$ cat config.mk
export PLATFORM = sky130hd
export DESIGN_NAME = pwm_output_stage
export DESIGN_NICKNAME = d
export VERILOG_FILES = /design/src/rtl/pwm_output_stage_pkg.sv /design/src/rtl/pwm_output_stage_deadtime_timer.sv /design/src/rtl/pwm_output_stage.sv
export SDC_FILE = /design/constraint.sdc
export NUM_CORES = 1
export LEC_CHECK = 0
export BUFFER_PORTS_ARGS = -buffer_cell sky130_fd_sc_hd__buf_2
export CORE_MARGIN = 3
export CORE_UTILIZATION = 54
export CTS_CLUSTER_DIAMETER = 150
export DETAILED_ROUTE_END_ITERATION = 10
export GPL_TIMING_DRIVEN = 0
export PLACE_DENSITY = 0.83
export SYNTH_ARGS = -nofsm -noshare
export SYNTH_HDL_FRONTEND = slang
export SYNTH_SLANG_ARGS = --single-unit
$ cat constraint.sdc
create_clock -name clock -period 3.78 [get_ports clock]
set_input_delay 0.756 -clock clock [delete_from_list [all_inputs] [get_ports clock]]
set_output_delay 0.756 -clock clock [all_outputs]
set_load 0.03 [all_outputs]
$ cat src/rtl/pwm_output_stage_pkg.sv
// pwm_output_stage_pkg
// Shared definitions for the PWM output stage and its bench:
//   - default widths for the counter value and the dead-time setting
//   - the 3-bit state encoding of the output FSM
package pwm_output_stage_pkg;

  localparam int DEFAULT_BITWIDTH          = 8;
  localparam int DEFAULT_DEADTIME_BITWIDTH = 4;

  // The three "quiet" states (IDLE and both dead states) all drive the
  // half-bridge fully off; only HIGH_ON and LOW_ON drive a switch.
  typedef enum logic [2:0] {
    IDLE         = 3'd0,
    HIGH_ON      = 3'd1,
    DEAD_TO_LOW  = 3'd2,
    LOW_ON       = 3'd3,
    DEAD_TO_HIGH = 3'd4
  } pwmState_e;

endpackage

$ cat src/rtl/pwm_output_stage_deadtime_timer.sv
// pwm_output_stage_deadtime_timer
// Down-counter that times the all-off gap of a switchover.
// Ports:
//   clock, reset      - clock and asynchronous active-high reset
//   load_i            - strobe: load loadValue_i - 1
//   loadValue_i       - dead-time length in cycles (non-zero when loaded)
//   decrement_i       - count down by one while not yet expired
//   expired_o         - high when the count has reached zero
module pwm_output_stage_deadtime_timer
  import pwm_output_stage_pkg::*;
#(
  parameter int WIDTH = DEFAULT_DEADTIME_BITWIDTH
) (
  input  logic             clock,
  input  logic             reset,
  input  logic             load_i,
  input  logic [WIDTH-1:0] loadValue_i,
  input  logic             decrement_i,
  output logic             expired_o
);

  logic [WIDTH-1:0] count_q;
  logic [WIDTH-1:0] count_d;

  // Loading D-1 makes the dead state last exactly D cycles: the state is
  // occupied for D-1 decrements plus the cycle in which the count reads 0.
  always_comb begin
    count_d = count_q;
    if (load_i) begin
      count_d = loadValue_i - WIDTH'(1);
    end else if (decrement_i && (count_q != '0)) begin
      count_d = count_q - WIDTH'(1);
    end
  end

  always_ff @(posedge clock or posedge reset) begin
    if (reset) begin
      count_q <= '0;
    end else begin
      count_q <= count_d;
    end
  end

  assign expired_o = (count_q == '0);

endmodule

$ cat src/rtl/pwm_output_stage.sv
// pwm_output_stage
// Turns a running counter value into a complementary, dead-time protected
// PWM pair for a half-bridge. The compare threshold is shadowed and only
// refreshed while the counter is stopped or on a counter overflow rising
// edge, so a mid-period change never produces a partial pulse.
// Ports:
//   clock, reset                - shared clock, asynchronous active-high reset
//   enable_i                    - low forces the FSM to IDLE
//   counter_value_i             - running counter value
//   counter_overflow_i          - overflow level; rising edge = period boundary
//   counter_counting_i          - counter running flag; low forces IDLE
//   compare_value_i             - requested duty threshold
//   deadtime_i                  - dead-time length, sampled on dead-state entry
//   active_compare_value_o      - shadow threshold in use
//   pwm_high_o, pwm_low_o       - half-bridge drives, never both high
//   in_deadtime_o               - high in either dead state
module pwm_output_stage
  import pwm_output_stage_pkg::*;
#(
  parameter int BITWIDTH          = DEFAULT_BITWIDTH,
  parameter int DEADTIME_BITWIDTH = DEFAULT_DEADTIME_BITWIDTH
) (
  input  logic                         clock,
  input  logic                         reset,
  input  logic                         enable_i,
  input  logic [BITWIDTH-1:0]          counter_value_i,
  input  logic                         counter_overflow_i,
  input  logic                         counter_counting_i,
  input  logic [BITWIDTH-1:0]          compare_value_i,
  input  logic [DEADTIME_BITWIDTH-1:0] deadtime_i,
  output logic [BITWIDTH-1:0]          active_compare_value_o,
  output logic                         pwm_high_o,
  output logic                         pwm_low_o,
  output logic                         in_deadtime_o
);

  pwmState_e           state_q;
  pwmState_e           state_d;
  logic                overflowPrev_q;
  logic [BITWIDTH-1:0] activeCompare_q;
  logic [BITWIDTH-1:0] activeCompare_d;
  logic                overflowRise;
  logic                rawDemand;
  logic                timerLoad;
  logic                timerDecrement;
  logic                timerExpired;
  logic                zeroDeadtime;

  assign overflowRise = counter_overflow_i && !overflowPrev_q;
  assign rawDemand    = (counter_value_i < activeCompare_q);
  assign zeroDeadtime = (deadtime_i == '0);

  // Shadow threshold: follows the request freely while the counter is
  // stopped, otherwise only at the period boundary.
  always_comb begin
    activeCompare_d = activeCompare_q;
    if (!counter_counting_i || overflowRise) begin
      activeCompare_d = compare_value_i;
    end
  end

  always_ff @(posedge clock or posedge reset) begin
    if (reset) begin
      overflowPrev_q  <= 1'b0;
      activeCompare_q <= '0;
      state_q         <= IDLE;
    end else begin
      overflowPrev_q  <= counter_overflow_i;
      activeCompare_q <= activeCompare_d;
      state_q         <= state_d;
    end
  end

  // Next-state logic. A reverted demand inside a dead state goes straight
  // back to the side that was on: that side never stopped being safe, so
  // no extra gap is needed, and the pending switchover restarts its full
  // dead time on the next attempt.
  always_comb begin
    state_d        = state_q;
    timerLoad      = 1'b0;
    timerDecrement = 1'b0;
    if (!enable_i || !counter_counting_i) begin
      state_d = IDLE;
    end else begin
      case (state_q)
        IDLE, LOW_ON: begin
          if (rawDemand) begin
            if (zeroDeadtime) begin
              state_d = HIGH_ON;
            end else begin
              state_d   = DEAD_TO_HIGH;
              timerLoad = 1'b1;
            end
          end else begin
            state_d = LOW_ON;
          end
        end
        HIGH_ON: begin
          if (!rawDemand) begin
            if (zeroDeadtime) begin
              state_d = LOW_ON;
            end else begin
              state_d   = DEAD_TO_LOW;
              timerLoad = 1'b1;
            end
          end
        end
        DEAD_TO_HIGH: begin
          if (!rawDemand) begin
            state_d = LOW_ON;
          end else if (timerExpired) begin
            state_d = HIGH_ON;
          end else begin
            timerDecrement = 1'b1;
          end
        end
        DEAD_TO_LOW: begin
          if (rawDemand) begin
            state_d = HIGH_ON;
          end else if (timerExpired) begin
            state_d = LOW_ON;
          end else begin
            timerDecrement = 1'b1;
          end
        end
        default: begin
          state_d = IDLE;
        end
      endcase
    end
  end

  pwm_output_stage_deadtime_timer #(
    .WIDTH(DEADTIME_BITWIDTH)
  ) u_deadtimeTimer (
    .clock       (clock),
    .reset       (reset),
    .load_i      (timerLoad),
    .loadValue_i (deadtime_i),
    .decrement_i (timerDecrement),
    .expired_o   (timerExpired)
  );

  // Drives decode straight from the state register, so an asynchronous
  // reset turns both switches off without waiting for a clock.
  assign pwm_high_o             = (state_q == HIGH_ON);
  assign pwm_low_o              = (state_q == LOW_ON);
  assign in_deadtime_o          = (state_q == DEAD_TO_LOW) || (state_q == DEAD_TO_HIGH);
  assign active_compare_value_o = activeCompare_q;

endmodule

==> metrics.csv <==
stage;metric;value;unit
status;status;complete, no violations;
power_and_ir_drop;Pwr Density;423;nW/µm²
sta;RSZ-0062 raised after global routing;no;
global_route;largest net degree at the start of global routing;17;
critical_path;Critical Path, Cell by Cell;buf_2, ha_1, a211oi_2, o21ai_2, a21oi_4, xor2_2, o2111ai_4, mux2i_1, ha_1, nand4b_1, mux2i_1, xnor2_1, mux2i_1;
synthesis;Syn Area/Cell;9.71;µm²
routing;number of routed nets with antenna violations;0;
cts;H-Tree Depth;1;
die;Die H;52.6;µm
critical_path;Reg2Reg Depth;13;
cells_and_area;sequential cell area;400;µm²
global_route;initial antenna violation count;0;
sta;final cycle utilization of the critical path;80.8;%
routing;drt drc;0;
routing;DR pass1 iterations;4;
cts;CTS Sinks;16;
cts;clock slew at reported path FFs;100;ps
critical_path;Slowest-stage cell, CP;ha_1;
sta;min Tclk post-route;3060;ps
placement;Final Wtd Congestion;0.803;
global_route;overall global routing resource usage;20.7;%
die;die area;2770;µm²
placement;Placed Cells;183;
die;total core area;2000;µm²
synthesis;top cells by area, synth;dfrtp_1 (34%), mux2i_1 (10%), ha_1 (8.5%), inv_1 (3.8%), nand2_1 (3.8%);
cts;cts repair resizes;0;
die;Ports;36;
cells_and_area;Non-Filler Instances;187;
global_route;GRT overflow;0;
critical_path;worst endpoint required time;3940;ps
run;Max-Cap Viols;0;
routing;Vias;1008;
critical_path;Data arrival, critical path;3220;ps
synthesis;Synth Register Bits;16;
power_and_ir_drop;static leakage;0.722;nW
power_and_ir_drop;Peak VDD IR;0.310;mV
critical_path;CP most frequent cell;mux2i_1;
sta;final setup violation count;0;
sta;skew final;6.51;ps
synthesis;top_reg_cell synth;dfrtp_1;
sta;Final Hold Viols;0;
sta;FMAX;327;MHz
synthesis;most frequent cells after synthesis;dfrtp_1 (16), inv_1 (12), mux2i_1 (12), nand2_1 (12);
min_path;Hold/Removal Path Class;primary input to async pin;
synthesis;top-area cell type share of the netlist area;34.1;%
synthesis;number of flops mapped to enable cells by yosys;0;
sta;slew margin rel.;59.3;%
synthesis;syn_nets;154;
cells_and_area;final net count;194;
global_route;first-pass GRT wire length;4310;µm
critical_path;Startpoint Class;primary input;
cts;Clock Latency Late Sink;290;ps
critical_path;crit-path max FO;5;
routing;Vias/cell;5.39;
cts;CTS tree;built;
cells_and_area;Fillers;166;
routing;Wirelength per Cell;13.7;µm
critical_path;Reg-to-Reg End;u_deadtimeTimer.count_q[2];
synthesis;sequential share of the synthesized area;34.1;%
cts;CTS max path bufs;2;
synthesis;Cell Area, Synth;1170;µm²
placement;IO Port Bufs;35;
synthesis;largest area contributor in the netlist;dfrtp_1;
critical_path;CP max stage delay;320;ps
critical_path;CP startpoint;counter_value_i[2];
synthesis;Post-synth ARST share;100;%
die;die boundary width;52.6;µm
die;Starting Density;58.7;%
critical_path;critical path type;primary input to flip-flop;
sta;max-slew violation count;0;
critical_path;Critical Path End Type;flip-flop;
cts;count of hold-fix buffers inserted at cts;0;
global_route;vias in the first global route;1036;
cells_and_area;layout cell share with drive strength beyond 1;33.8;%
cells_and_area;area grow syn2layout;20.9;%
sta;Least-Margin Pin Slew;610;ps
cells_and_area;multi-input logic area;702;µm²
cts;Post-CTS Setup Bufs;0;
die;std cell rows;16;
routing;WL final;2560;µm
synthesis;Gate Count Post-Synth;121;
sta;setup tns final;0;ps
cts;CTS Buf Count;3;
critical_path;Reg2Reg Launch Point;active_compare_value_o[2];
synthesis;Synth Warn #;0;
synthesis;most common cell in the netlist;dfrtp_1;
cells_and_area;Antenna Cells;0;
routing;DR iter-0 viols;21;
synthesis;synth unique cells;37;
critical_path;register-to-register setup slack;900;ps
cts;clk root buf;clkbuf_4;
placement;post-detailed-placement half-perimeter wirelength;2060;µm
-- worst max-delay path, delay by kind of cell --
family,cells,cell delay [ps]
AO/OA/AOI/OAI,4,900
adder cells (fa/ha/maj),2,550
multiplexers,3,520
XOR/XNOR,2,260
buffers and inverters,1,110
AND/OR/NAND/NOR,1,110
-- placed cells by master, fill, tap and decap left out, types with 2 or more instances in the layout --
cell type	n
nand4b_1	2
mux2_2	2
clkbuf_4	3
xnor2_1	2
a21oi_1	5
nand2b_1	2
nand2_1	12
buf_2	36
nor2_1	5
inv_1	12
ha_1	8
nor3_1	3
clkbuf_1	3
mux2i_1	12
o41ai_2	2
o21ai_1	2
nor4_2	2
and3_1	2
o21ai_0	8
dfrtp_1	16
nor2b_1	3
-- state kept, by name, indices dropped and copies added (netlist names) --
register	cells
state_q	3
overflowPrev_q	1
u_deadtimeTimer.count_q	4
active_compare_value_o	8
-- kinds of logic (layout without fill, tap and decap cells) --
kind of cell / after synthesis / in the layout / synth area share (%)
XOR/XNOR: 4 / 4 / 3.62
buffers and inverters: 17 / 56 / 6.18
AND/OR/NAND/NOR: 37 / 37 / 18.0
AO/OA/AOI/OAI: 25 / 25 / 17.5
multiplexers: 14 / 14 / 12.1
adder cells (fa/ha/maj): 8 / 8 / 8.52
flip-flops: 16 / 16 / 34.1
-- layout make-up --
class / instances / share of cell area, %
multi-input combinational: 88 / 49.4
tap: 27 / 2.38
inverter: 12 / 3.17
clock buffer: 4 / 2.56
sequential: 16 / 28.2
timing repair buffer: 35 / 12.3
buffer: 5 / 1.94
-- per-stage QoR --
step / hold WS, ps / setup WS [ps] / cell area (µm²) / total power, W / utilization, %
after global placement: 510 / 504 / 1380 / 0.000474 / 69.1
after global routing: 563 / 506 / 1420 / 0.000640 / 70.9
after detailed placement: 533 / 435 / 1380 / 0.000488 / 69.1
final: 522 / 725 / 1420 / 0.000600 / 70.9
after CTS: 538 / 733 / 1420 / 0.000601 / 70.9
after floorplan: 524 / 795 / 1170 / 0.000421 / -
-- worst max-delay path by stage --
stage                     depth (start not counted)  slack (ps)                          to
after global placement                           13         500  u_deadtimeTimer.count_q[2]
after CTS                                        13         730  u_deadtimeTimer.count_q[2]
after global routing                             13         510  u_deadtimeTimer.count_q[2]
final                                            13         720  u_deadtimeTimer.count_q[2]
after floorplan                                  12         790  u_deadtimeTimer.count_q[2]
after detailed placement                         13         430  u_deadtimeTimer.count_q[2]
-- metal layers --
metal / wire (µm) / vias to the layer above / global-route usage [%] / part of all wire [%]
li1: - / 502 / - / -
met1: 1160 / 471 / 25.1 / 45
met2: 1260 / 31 / 37.0 / 49
met3: 97 / 4 / 1.42 / 3.8
met4: 41 / 0 / 9.36 / 1.6
met5: 0 / - / 0 / 0
-- where the power goes --
group	switching, W	internal, W	leakage, nW	total [W]
clock	0.0000556	0.0000587	0.0210	0.000114
combinational	0.000138	0.000104	0.506	0.000242
sequential	0.0000392	0.000205	0.195	0.000244
No activity file was read; power rests on OpenSTA's default activity.
